File: src/rtl/morse_tx_scheduler_pkg.sv
// morse_tx_scheduler_pkg
//   Shared definitions for the Morse transmit path. Holds the ASCII constants
//   the scheduler treats specially, the scheduler state encodings, the gap
//   unit counts shared with morse_generator, and the newline mapping helper.
//   No ports; imported by the scheduler top and its FIFO.

package morse_tx_scheduler_pkg;

  localparam logic [7:0] ASCII_SPACE = 8'h20;
  localparam logic [7:0] ASCII_CR    = 8'h0D;
  localparam logic [7:0] ASCII_LF    = 8'h0A;

  // Standard Morse spacing in units. The generator always emits one unit of
  // silence after each character, so the scheduler adds the remainder of the
  // letter gap itself.
  localparam int GEN_TRAILING_UNITS       = 1;
  localparam int LETTER_GAP_TOTAL_UNITS   = 3;
  localparam int WORD_GAP_TOTAL_UNITS     = 7;
  localparam int LETTER_GAP_UNITS_DEFAULT = LETTER_GAP_TOTAL_UNITS - GEN_TRAILING_UNITS;

  typedef enum logic [2:0] {
    ST_IDLE      = 3'd0,
    ST_START     = 3'd1,
    ST_WAIT_DONE = 3'd2,
    ST_RELEASE   = 3'd3,
    ST_GAP       = 3'd4,
    ST_DRAIN     = 3'd5
  } sched_state_t;

  // CR and LF become a word space when newline mapping is enabled.
  function automatic logic [7:0] map_char(input logic [7:0] c, input bit map_newline);
    if (map_newline && ((c == ASCII_CR) || (c == ASCII_LF))) begin
      return ASCII_SPACE;
    end
    return c;
  endfunction

endpackage

File: src/rtl/morse_tx_scheduler_fifo.sv
// morse_tx_scheduler_fifo
//   Pointer-based synchronous character FIFO with show-ahead head output and
//   a flush that wins over a simultaneous push or pop.
// Ports:
//   clk_i, reset_i   clock, asynchronous active-high reset
//   flush            empties the FIFO at the next edge
//   push, push_data  write request and data (ignored when full or flushing)
//   pop              read request (ignored when empty or flushing)
//   head             entry at the read pointer, valid while !empty
//   count            occupancy, 0..DEPTH
//   full, empty      occupancy flags

module morse_tx_scheduler_fifo
  import morse_tx_scheduler_pkg::*;
#(
  parameter int WIDTH = 8,
  parameter int DEPTH = 16
) (
  input  logic                     clk_i,
  input  logic                     reset_i,
  input  logic                     flush,
  input  logic                     push,
  input  logic [WIDTH-1:0]         push_data,
  input  logic                     pop,
  output logic [WIDTH-1:0]         head,
  output logic [$clog2(DEPTH):0]   count,
  output logic                     full,
  output logic                     empty
);

  localparam int AW = $clog2(DEPTH);

  logic [WIDTH-1:0] mem [DEPTH];
  logic [AW-1:0]    wr_ptr_reg;
  logic [AW-1:0]    rd_ptr_reg;
  logic [AW:0]      count_reg;
  logic             do_push;
  logic             do_pop;

  // DEPTH is a power of two, so the count reaches DEPTH exactly when its top
  // bit is set.
  assign full  = count_reg[AW];
  assign empty = (count_reg == '0);

  assign do_push = push && !full && !flush;
  assign do_pop  = pop && !empty && !flush;

  // Storage carries no reset; only the pointers define what is valid.
  always_ff @(posedge clk_i) begin
    if (do_push) begin
      mem[wr_ptr_reg] <= push_data;
    end
  end

  always_ff @(posedge clk_i or posedge reset_i) begin
    if (reset_i) begin
      wr_ptr_reg <= '0;
      rd_ptr_reg <= '0;
      count_reg  <= '0;
    end else if (flush) begin
      wr_ptr_reg <= '0;
      rd_ptr_reg <= '0;
      count_reg  <= '0;
    end else begin
      if (do_push) begin
        wr_ptr_reg <= wr_ptr_reg + 1'b1;
      end
      if (do_pop) begin
        rd_ptr_reg <= rd_ptr_reg + 1'b1;
      end
      case ({do_push, do_pop})
        2'b10:   count_reg <= count_reg + 1'b1;
        2'b01:   count_reg <= count_reg - 1'b1;
        default: count_reg <= count_reg;
      endcase
    end
  end

  // Show-ahead read so the scheduler can register the head in the pop cycle.
  assign head  = mem[rd_ptr_reg];
  assign count = count_reg;

endmodule

File: src/rtl/morse_tx_scheduler.sv
// morse_tx_scheduler
//   Buffers ASCII bytes from uart_rx, feeds them one at a time into
//   morse_generator over its level start/done handshake, and appends the
//   inter-letter silence the generator does not produce.
// Ports:
//   clk_i, reset_i  clock, asynchronous active-high reset
//   in_data_i       ASCII byte from uart_rx
//   in_valid_i      byte valid; accepted when in_valid_i && in_ready_o
//   in_ready_o      FIFO not full
//   abort_i         1-cycle pulse: flush FIFO, stop after the current character
//   gen_ascii_o     character to morse_generator, stable while gen_start_o=1
//   gen_start_o     level start to morse_generator
//   gen_done_i      done from morse_generator
//   char_done_o     1-cycle pulse when a character and its gap are complete
//   busy_o          FSM active or FIFO non-empty
//   fifo_count_o    FIFO occupancy

module morse_tx_scheduler
  import morse_tx_scheduler_pkg::*;
#(
  parameter int MORSE_CYCLES     = 10,
  parameter int FIFO_DEPTH       = 16,
  parameter int LETTER_GAP_UNITS = LETTER_GAP_UNITS_DEFAULT,
  parameter int MAP_NEWLINE      = 1
) (
  input  logic                        clk_i,
  input  logic                        reset_i,
  input  logic [7:0]                  in_data_i,
  input  logic                        in_valid_i,
  output logic                        in_ready_o,
  input  logic                        abort_i,
  output logic [7:0]                  gen_ascii_o,
  output logic                        gen_start_o,
  input  logic                        gen_done_i,
  output logic                        char_done_o,
  output logic                        busy_o,
  output logic [$clog2(FIFO_DEPTH):0] fifo_count_o
);

  localparam logic [31:0] GAP_CYCLES  = 32'(LETTER_GAP_UNITS * MORSE_CYCLES);
  localparam bit          GAP_ENABLED = (GAP_CYCLES != 32'd0);

  sched_state_t state_reg;
  logic [7:0]   gen_ascii_reg;
  logic         gen_start_reg;
  logic         char_done_reg;
  logic [31:0]  gap_cnt_reg;
  logic         aborted_reg;

  logic         fifo_pop;
  logic [7:0]   fifo_head;
  logic         fifo_full;
  logic         fifo_empty;

  // An abort flushes the FIFO, so no pop may be taken in the same cycle.
  assign fifo_pop = (state_reg == ST_IDLE) && !fifo_empty && !abort_i;

  morse_tx_scheduler_fifo #(
    .WIDTH (8),
    .DEPTH (FIFO_DEPTH)
  ) u_fifo (
    .clk_i     (clk_i),
    .reset_i   (reset_i),
    .flush     (abort_i),
    .push      (in_valid_i),
    .push_data (in_data_i),
    .pop       (fifo_pop),
    .head      (fifo_head),
    .count     (fifo_count_o),
    .full      (fifo_full),
    .empty     (fifo_empty)
  );

  always_ff @(posedge clk_i or posedge reset_i) begin
    if (reset_i) begin
      state_reg     <= ST_IDLE;
      gen_ascii_reg <= 8'h00;
      gen_start_reg <= 1'b0;
      char_done_reg <= 1'b0;
      gap_cnt_reg   <= 32'd0;
      aborted_reg   <= 1'b0;
    end else begin
      char_done_reg <= 1'b0;
      unique case (state_reg)
        ST_IDLE: begin
          if (!abort_i && !fifo_empty) begin
            gen_ascii_reg <= map_char(fifo_head, MAP_NEWLINE != 0);
            state_reg     <= ST_START;
          end
        end

        ST_START: begin
          // Start has not been raised yet, so the generator has seen nothing
          // of this character; an abort here can return straight to IDLE
          // instead of waiting in DRAIN for a done that would never come.
          if (abort_i) begin
            state_reg <= ST_IDLE;
          end else begin
            gen_start_reg <= 1'b1;
            state_reg     <= ST_WAIT_DONE;
          end
        end

        ST_WAIT_DONE: begin
          if (gen_done_i) begin
            gen_start_reg <= 1'b0;
            aborted_reg   <= abort_i;
            state_reg     <= ST_RELEASE;
          end else if (abort_i) begin
            // The generator keeps going to the end of the character; with
            // start low it then drops back to idle on its own.
            gen_start_reg <= 1'b0;
            aborted_reg   <= 1'b1;
            state_reg     <= ST_DRAIN;
          end
        end

        ST_DRAIN: begin
          if (gen_done_i) begin
            state_reg <= ST_RELEASE;
          end
        end

        ST_RELEASE: begin
          // done falling means the generator has returned to idle.
          if (!gen_done_i) begin
            aborted_reg <= 1'b0;
            if (aborted_reg || abort_i) begin
              state_reg <= ST_IDLE;
            end else if ((gen_ascii_reg == ASCII_SPACE) || !GAP_ENABLED) begin
              char_done_reg <= 1'b1;
              state_reg     <= ST_IDLE;
            end else begin
              gap_cnt_reg <= 32'd0;
              state_reg   <= ST_GAP;
            end
          end else if (abort_i) begin
            aborted_reg <= 1'b1;
          end
        end

        ST_GAP: begin
          if (abort_i) begin
            state_reg <= ST_IDLE;
          end else if ((gap_cnt_reg + 32'd1) == GAP_CYCLES) begin
            char_done_reg <= 1'b1;
            state_reg     <= ST_IDLE;
          end else begin
            gap_cnt_reg <= gap_cnt_reg + 32'd1;
          end
        end

        default: begin
          state_reg <= ST_IDLE;
        end
      endcase
    end
  end

  assign gen_ascii_o = gen_ascii_reg;
  assign gen_start_o = gen_start_reg;
  assign char_done_o = char_done_reg;
  assign in_ready_o  = !fifo_full;
  assign busy_o      = (state_reg != ST_IDLE) || !fifo_empty;

endmodule
File: config.mk
export PLATFORM = sky130hd
export DESIGN_NAME = morse_tx_scheduler
export DESIGN_NICKNAME = d
export VERILOG_FILES = /design/src/rtl/morse_tx_scheduler_pkg.sv /design/src/rtl/morse_tx_scheduler_fifo.sv /design/src/rtl/morse_tx_scheduler.sv
export SDC_FILE = /design/constraint.sdc
export NUM_CORES = 1
export LEC_CHECK = 0
export ABC_AREA = 1
export CAP_MARGIN = 20
export CORE_ASPECT_RATIO = 0.5
export CORE_MARGIN = 3
export CORE_UTILIZATION = 52
export CTS_CLUSTER_DIAMETER = 200
export DETAILED_ROUTE_END_ITERATION = 6
export DONT_BUFFER_PORTS = 1
export GPL_TIMING_DRIVEN = 0
export PLACE_DENSITY = 0.72
export SETUP_SLACK_MARGIN = 0.4
export SKIP_CTS_REPAIR_TIMING = 1
export SYNTH_ARGS = -nofsm -noshare
export SYNTH_HDL_FRONTEND = slang
export SYNTH_SLANG_ARGS = --single-unit
File: constraint.sdc
create_clock -name clk_i -period 4.7 [get_ports clk_i]
set_input_delay 0.47 -clock clk_i [delete_from_list [all_inputs] [get_ports clk_i]]
set_output_delay 0.47 -clock clk_i [all_outputs]
set_load 0.005 [all_outputs]
After elaboration in Yosys (flattened, before gate mapping). Memories as Yosys holds them, arrays and structs flattened. Index checks and enable logic that the tools add are counted.

Register bits after elaboration: 59. Latch bits: 0. Bits in writable memories: 128. Memory bits (read-only): 0. Bits of input ports: 13. Word-level logic and storage cells: 106. Memories kept: 1.

Add/sub/neg operators: 5. Multiply operators: 0. Div/mod/pow operators: 0. $lt $le $gt $ge: 0. Equal/unequal tests: 21. Shift-type cells: 0. Multiplexer cells: 44. Bitwise logic cells: 0. Reductions and logical operators: 26.

Memory list: u_fifo.mem (words 16, bits a word 8, rd ports 1, clocked after memory_dff 0, wr ports 1, line morse_tx_scheduler_fifo.sv:33) `logic [WIDTH-1:0] mem [DEPTH];`.

Operators with widths (count): $mux 32 (5); $pmux 32 s2 (1); $add 32x1->32 const B (1); $eq 32x5->1 const B (1); $mux 3 (9); $pmux 3 s6 (1); $eq 8x4->1 const B (2); $mux 1 (16); $mux 4 (4); $mux 8 (2); $ne 2x2->1 const B (7); $pmux 5 s2 (1); $reduce_bool 2->1 (5); $add 4x1->4 const B (2); $eq 8x6->1 const B (1); $logic_and 1x1->1 (7); $eq 3x2->1 const B (2); $eq 3x3->1 const B (2); $ne 3x3->1 const B (2); $pmux 1 s2 (3); $reduce_and 6->1 (1); $reduce_bool 3->1 (2); $add 5x1->5 const B (1); $logic_not 5->1 (1); 13 further kinds (17).

Depth between registers and ports, before layout. Gate-level depths: netlist (run 1).

Depth in word-level cells: 9. Mapped depth: 18. Depth with buffers taken out: 17.

By module. A second synthesis (run 1) with hierarchy kept.

Cells, all modules: 1067. Area, all modules: 9472.8 µm².

By module, submodules not included: morse_tx_scheduler_fifo (instances 1, cells an instance 531, area an instance 6138.4 µm²); morse_tx_scheduler (instances 1, cells an instance 536, area an instance 3334.4 µm²).

Least setup slack after synthesis (run 1). Ideal clock, no wire load.

Kind: reg-to-reg. From: register gap_cnt_reg[0]. To: register gap_cnt_reg[0]. Setup time: 117 ps. Data arrival time: 2024 ps. Path slack: 2559 ps. Cell stages (with the launch flop): 18. Path buffers: 1. Period minus slack after synthesis: 2141 ps. Cell sequence: dfrtp_1 ha_1 nand2_1 nor2_4 nand2_1 nor2_1 nand2_1 nand2_1 nand2_1 nor2_1 nand2_1 nor2_1 nand3_2 nand2_2 nand2_4 buf_2 nand3_1 nand2_1.

Longest elaborated chain between the ends: 4.

Ends and longest elaborated chain: start: declaration (line morse_tx_scheduler.sv:47) `logic [31:0] gap_cnt_reg;`; start signal: assignment (line morse_tx_scheduler.sv:149) `gap_cnt_reg <= gap_cnt_reg + 32'd1;`; $add 32x1->32 (*) (line morse_tx_scheduler.sv:145, morse_tx_scheduler.sv:149); $eq 32x5->1 / $mux 32 (equally long branches) (line morse_tx_scheduler.sv:145) `end else if ((gap_cnt_reg + 32'd1) == GAP_CYCLES) begin`; $ne 2x2->1 (no line) / $mux 32 (equally long branches); $reduce_and 6->1 (no line) / $pmux 32 s2 (equally long branches).

Every way passes the cells marked *; elsewhere a longest branch is shown, timed or not. The select of a mux whose other input is x is not followed. A chain may end at the register's enable or synchronous reset.

Final worst setup path (run 1).
From: register u_fifo.rd_ptr_reg[0]. To: register gen_ascii_reg[3] (netlist: gen_ascii_o[3]).

Longest elaborated chain between the ends: 7.

Ends and longest elaborated chain: start: declaration (line morse_tx_scheduler_fifo.sv:35) `logic [AW-1:0] rd_ptr_reg;`; start signal: assignment (line morse_tx_scheduler_fifo.sv:69) `rd_ptr_reg <= rd_ptr_reg + 1'b1;`; $mem_v2 16x8 (*); $eq 8x4->1 (line morse_tx_scheduler_pkg.sv:32) `if (map_newline && ((c == ASCII_CR) || (c == ASCII_LF))) begin`; $logic_or 1x1->1 (line morse_tx_scheduler_pkg.sv:32); $mux 1 (line morse_tx_scheduler_pkg.sv:32); $mux 1 (line morse_tx_scheduler.sv:86) `if (!abort_i && !fifo_empty) begin`; $mux 1 (line morse_tx_scheduler.sv:84) `unique case (state_reg)`; $mux 8 (*) (line morse_tx_scheduler_pkg.sv:35) `return c;`; end signal: assignment (line morse_tx_scheduler.sv:87) `gen_ascii_reg <= map_char(fifo_head, MAP_NEWLINE != 0);`; end: declaration (line morse_tx_scheduler.sv:44) `logic [7:0] gen_ascii_reg;`.

Marked as above.

==> results of run 1 <==
[Yosys cell counts]
library cell | n | area, um2
inv_1 | 73 | 274.0
o21bai_1 | 2 | 15.01
nand3_2 | 1 | 10.01
a22o_1 | 1 | 8.760
o31ai_1 | 1 | 7.510
buf_4 | 1 | 7.510
nor2_1 | 153 | 574.3
a211oi_1 | 1 | 7.510
o211ai_1 | 16 | 120.1
a2111oi_0 | 1 | 8.760
nor2_4 | 4 | 45.04
nand2_2 | 2 | 12.51
buf_2 | 4 | 20.02
xor2_1 | 4 | 35.03
a21oi_1 | 25 | 125.1
inv_2 | 1 | 3.750
nand3b_1 | 8 | 60.06
nor2_2 | 6 | 37.54
nand4_1 | 5 | 31.28
clkbuf_1 | 29 | 108.9
buf_1 | 3 | 11.26
or2_2 | 2 | 12.51
a31oi_1 | 1 | 6.260
nor4_1 | 2 | 12.51
fa_1 | 1 | 20.02
ha_1 | 9 | 112.6
dfrtp_1 | 59 | 1476
o221ai_1 | 16 | 140.1
a221oi_1 | 1 | 8.760
o21ai_1 | 3 | 15.01
nand2_1 | 232 | 870.8
clkinv_1 | 2 | 7.510
nand2_4 | 3 | 33.78
nor3_1 | 22 | 110.1
nand3_1 | 70 | 350.3
o21ai_0 | 83 | 415.4
buf_6 | 3 | 33.78
a21boi_1 | 1 | 7.510
edfxtp_1 | 128 | 3844
o22ai_1 | 13 | 81.33
o21a_1 | 1 | 7.510
nor3b_1 | 2 | 15.01
[worst paths after layout]
| check | to | start | slack (ps) |
|---|---|---|---|
| min reg2reg | gap_cnt_reg[31] | gap_cnt_reg[31] | 520 |
| min in group asynchronous | gap_cnt_reg[28] | reset_i | 460 |
| min | u_fifo.mem[1][7] | in_data_i[7] | 120 |
| max | gen_ascii_o[3] | u_fifo.rd_ptr_reg[0] | 2020 |
| max in group asynchronous | gap_cnt_reg[2] | reset_i | 3690 |
| max reg2reg | gen_ascii_o[3] | u_fifo.rd_ptr_reg[0] | 2020 |
[final cells by class]
class,count,area share
buffer,40,0.01788
clock buffer,17,0.04193
clock inverter,15,0.01689
inverter,76,0.02812
multi-input combinational,692,0.3315
sequential,187,0.5244
tap,227,0.02799
timing repair buffer,11,0.01135
[kinds of logic (layout without fill, tap and decap cells)]
family	count (synthesis)	in the layout
buffers and inverters	116	159
DFF	187	187
adders and majority gates	10	10
xor gates and xnor gates	4	4
AOI/OAI and AO/OA	166	166
and+or+nand+nor	512	512
[stage by stage]
stage,hold WS (ps),power (uW),std cells,worst slack [ps]
global route,94.34,4984,1265,1742
detailed placement,358.4,3288,1232,2075
finish,116.5,4763,1265,2019
global placement,486.9,3248,1222,1702
floorplan,463.4,2870,995,2559
CTS,-104.3,4739,1264,2058
[worst max-delay path, delay by kind of cell (launching register included)]
kind | cells | cell delay [ps]
AOI/OAI and AO/OA | 3 | 530
and+or+nand+nor | 6 | 630
DFF | 1 | 380
buffers and inverters | 3 | 1030
[power by group]
group	internal [uW]	switching, uW
sequential	1860	101
combinational	376	948
clock	760	714
[routing by layer]
layer / track usage / share of wire / vias to the layer above
li1: - / - / 3465
met1: 0.3378 / 0.42 / 3323
met2: 0.4003 / 0.46 / 333
met3: 0.07746 / 0.093 / 61
met4: 0.08384 / 0.027 / 0
met5: 0 / 0 / -
==> flow_metrics.py, run 1 <==
metrics = {
    "timing": {
        "setup_violations": 0,
        "slew_violations": 0,
        "max_freq_mhz": 373.0,
        "min_period_ps": 2681,
        "fin_crit_sh": 0.5705,
        "maxSlewHeadroom": 0.2883,
        "rsz0062_at_grt": "no",
        "finalSetupTns_ps": 0,
        "hold_viol": 0,
        "skew_ps": 17.60,
        "worst_pin_slew_ps": 1064,
    },
    "outcome": {
        "status": "finished, final reports clean",
    },
    "final_layout": {
        "synthToLayoutAreaGrowth_pct": 11.43,
        "final_area_um2": 10150,
        "largest_reg_flops": 128,
        "n_antenna_cell": 0,
        "final_util": 0.6052,
        "final_net_count": 1048,
        "register_area_um2": 5320,
        "layout_common_cells": "nand2_1 (232), nor2_1 (153), edfxtp_1 (128)",
        "fillCellCount": 1409,
        "mostFrequentLayoutCell": "nand2_1",
        "multi_input_area_um2": 3363,
        "drive_gt1_frac": 0.07514,
    },
    "synthesis": {
        "synth_area_um2": 9105,
        "synth-seq-area-share": 0.5843,
        "synth_xor_area_frac": 0.003848,
        "syn_inst": 995,
        "synth_compound_area_frac": 0.1070,
        "yosys.area_share.simple": 0.2390,
        "synth-adder-area-share": 0.01457,
        "ys_warn_count": 0,
        "synth-seq-cells": 187,
        "synth_top_family_by_area": "simple AND/OR/NAND/NOR gates",
        "synth.avg_cell_area_um2": 9.151,
        "synth_nets": 1018,
        "synthMuxAreaShare": 0,
        "ys_types": 42,
    },
    "power_and_ir_drop": {
        "ir_drop_mv": 0.2779,
        "powerDensity_nw_per_um2": 469.4,
        "cellLeakagePower_uw": 0.003868,
    },
    "place": {
        "dpl.hpwl_um": 15910,
        "post_dp_cell_area_um2": 9539,
        "portBuffers": 0,
        "gp_congestion": 0.9177,
    },
    "worst_hold_path": {
        "min_delay_path_depth": 0,
        "worstHoldPathType": "input port to flip-flop",
    },
    "global_routing": {
        "grt_pass1_wl_um": 37000,
        "antenna_found_initial": 0,
        "grt_max_degree": 44,
        "grt_overflow": 0,
        "grt.total_usage": 0.2536,
        "grt_pass1_vias": 6898,
    },
    "die": {
        "fp.dieH_um": 99.57,
        "start_util": 0.5431,
        "num_io_pins": 30,
        "die_x_um": 193.1,
        "rows": 33,
        "core-area_um2": 16760,
        "dieArea_um2": 19230,
    },
    "worst_setup_path": {
        "arrival_ps": 3010,
        "crit_chain": "clkbuf_1 -> clkbuf_1 -> buf_2 -> nor2_1 -> o221ai_1 -> o211ai_1 -> nand2_1 -> nand3_1 -> o21ai_1 -> nand2_1 -> nand3_1 -> nand2_1",
        "path_class": "flip-flop to flip-flop",
        "path_max_fanout": 10,
        "cp_common_cell": "nand2_1",
        "rr_worst_depth": 12,
        "cpPeakStageDelay_ps": 440,
        "setup.worst_path.end_class": "flip-flop",
        "required_ps": 5030,
        "worstSetupStartpointType": "flip-flop",
        "critPathSlowestCell": "clkbuf_1",
    },
    "detailed_routing": {
        "drt-pass1-iter-count": 5,
        "wl_per_cell_um": 18.63,
        "drtAntennaViolNets": 0,
        "drc": 0,
        "vias_per_cell": 5.677,
        "num_vias": 7182,
        "drtIter0Drc": 967,
        "wirelength_um": 23570,
    },
    "run": {
        "cap_violations": 0,
    },
    "clocking": {
        "cts_buffer_depth": 2,
        "numCtsBuffers": 17,
        "htree_levels": 4,
        "clk-insertion-delay-late_ps": 440,
        "cts.sinks": 187,
        "root_buffer": "clkbuf_16",
        "clkTransAtPathRegs_ps": 90,
        "tritoncts": "done",
    },
}
No activity file was read; power rests on OpenSTA's default activity.
==> run 2: changes to the inputs <==
- PLACE_DENSITY: 0.72 -> 0.75
- clock period: 4.7 -> 2.22 ns (I/O delays scaled with it)
==> flow_metrics.py, run 2 (same netlist as run 1, synthesis figures left out) <==
metrics = {
    "power_and_ir_drop": {
        "powerDensity_nw_per_um2": 993.3,
        "clkPwrFrac": 0.268,
        "combPwrFrac": 0.366,
        "cellLeakagePower_uw": 0.004512,
        "finalPower_uw": 11480,
        "p_int_uw": 7096,
        "ir_drop_mv": 0.6655,
        "power_switching_uw": 4383,
        "p_seq_frac": 0.366,
        "p_sw_frac": 0.3818,
    },
    "worst_setup_path": {
        "cp_common_cell": "nand2_1",
        "critPathSlowestCell": "dfrtp_1",
        "cpPeakStageDelay_ps": 400,
        "setup.worst_path.end_class": "flip-flop",
        "cpLargestDelayFamily": "simple AND/OR/NAND/NOR gates",
        "path_class": "flip-flop to flip-flop",
        "arrival_ps": 2830,
        "required_ps": 2600,
        "path_max_fanout": 8,
        "worstSetupStartpointType": "flip-flop",
        "cp_num_buf_inv": 1,
        "crit_chain": "ha_4 -> nand2_4 -> nor2_4 -> nand2_4 -> nor2_4 -> nand2_1 -> nand2_1 -> nand2_1 -> nor2_2 -> nand2_1 -> nor2_2 -> nand3_2 -> nand2_2 -> nand2_4 -> nand2_8 -> clkbuf_16 -> nand2_2 -> nand2_1",
    },
    "detailed_routing": {
        "vias_per_cell": 6.021,
        "wirelength_um": 26960,
        "drt-pass1-iter-count": 6,
        "drtIter0Drc": 933,
        "wl_per_cell_um": 20.32,
        "drc": 0,
        "num_vias": 7990,
        "drtAntennaViolNets": 0,
    },
    "timing": {
        "fin_hold_ws_ps": 14.31,
        "worst_pin_slew_ps": 951.6,
        "maxSlewHeadroom": 0.3492,
        "rsz0062_at_grt": "yes",
        "min_period_ps": 2455,
        "fin_crit_sh": 1.106,
        "max_freq_mhz": 407.3,
        "fin_ws_ps": -235.2,
        "hold_viol": 0,
        "skew_ps": 13.41,
        "slew_violations": 0,
        "setup_violations": 37,
    },
    "die": {
        "rows": 33,
        "dieArea_um2": 19230,
        "fp.dieH_um": 99.57,
        "die_x_um": 193.1,
        "start_util": 0.5431,
        "core-area_um2": 16760,
        "num_io_pins": 30,
    },
    "outcome": {
        "status": "finished with violations",
        "violations": "negative setup slack",
    },
    "place": {
        "pre_cts_ws_ps": -400.2,
        "gp_congestion": 0.8959,
        "dpl.hpwl_um": 15380,
        "portBuffers": 0,
    },
    "final_layout": {
        "mostFrequentLayoutCell": "nand2_1",
        "final_util": 0.6894,
        "synthToLayoutAreaGrowth_pct": 26.93,
        "n_antenna_cell": 0,
        "drive_gt1_frac": 0.2382,
        "layout_common_cells": "nand2_1 (192), nor2_1 (130), edfxtp_1 (128)",
        "final_net_count": 1110,
        "largest_reg_flops": 128,
    },
    "global_routing": {
        "grt_pass1_wl_um": 36890,
        "grt.total_usage": 0.2519,
        "grt_overflow": 0,
        "antenna_found_initial": 0,
        "grt_max_degree": 43,
        "grt_pass1_vias": 7027,
    },
    "clocking": {
        "cts.sinks": 187,
        "root_buffer": "clkbuf_16",
        "clk-insertion-delay-late_ps": 450,
        "htree_levels": 4,
        "numCtsBuffers": 17,
        "clkTransAtPathRegs_ps": 80,
        "tritoncts": "done",
        "cts_buffer_depth": 2,
    },
    "worst_hold_path": {
        "worstHoldPathType": "input port to flip-flop",
    },
    "run": {
        "cap_violations": 0,
    },
}
-- run 2: routing by layer --
metal	GRT usage	vias to the layer above	routed length, um
met1	0.3384	3807	10150
met5	0	-	0
met2	0.3930	498	13010
met4	0.1083	0	993
met3	0.06338	94	2805
li1	-	3591	-
-- run 2: cell type report --
| class | instances | area [um2] |
|---|---|---|
| Fill cell | 1177 | 5206 |
| Buffer | 40 | 344.1 |
| Clock buffer | 18 | 429.2 |
| Tap cell | 227 | 284.0 |
| Inverter | 76 | 315.3 |
| Clock inverter | 14 | 170.2 |
| Multi-Input combinational cell | 692 | 3839 |
| Timing Repair Buffer | 73 | 844.6 |
| Sequential cell | 187 | 5331 |
-- run 2: stage by stage --
stage	setup TNS, ps	instances	cell area, um2
after floorplan	0	995	9161
after global placement	-66190	1222	9445
after detailed placement	-38010	1227	9542
after CTS	-39510	1259	10140
after global routing	-12680	1327	11560
final	-7235	1327	11560
-- run 2: power by group through the flow --
stage	Sequential (uW)	Combinational (uW)	Clock [uW]
after global routing	4210	4460	3220
after CTS	4140	2820	3070
after global placement	4210	2710	0
after detailed placement	4220	2810	0
after floorplan	4160	1970	0
final	4200	4200	3080
-- run 2: worst paths after layout --
| check | from | to | slack, ps | cells past startpoint |
|---|---|---|---|---|
| min | gen_done_i | gen_start_o | 10 | 3 |
| min reg2reg | gap_cnt_reg[31] | gap_cnt_reg[31] | 500 | 2 |
| min in group asynchronous | reset_i | gap_cnt_reg[1] | 240 | 2 |
| max in group asynchronous | reset_i | u_fifo.rd_ptr_reg[1] | 1400 | 3 |
| max | gap_cnt_reg[0] | gap_cnt_reg[14] | -240 | 18 |
| max reg2reg | gap_cnt_reg[0] | gap_cnt_reg[14] | -240 | 18 |
-- run 2: worst min-delay path: cells and delay by family --
family          cells  cell delay [ps]
compound gates      1              110
buf+inv             1               50
simple gates        1               40
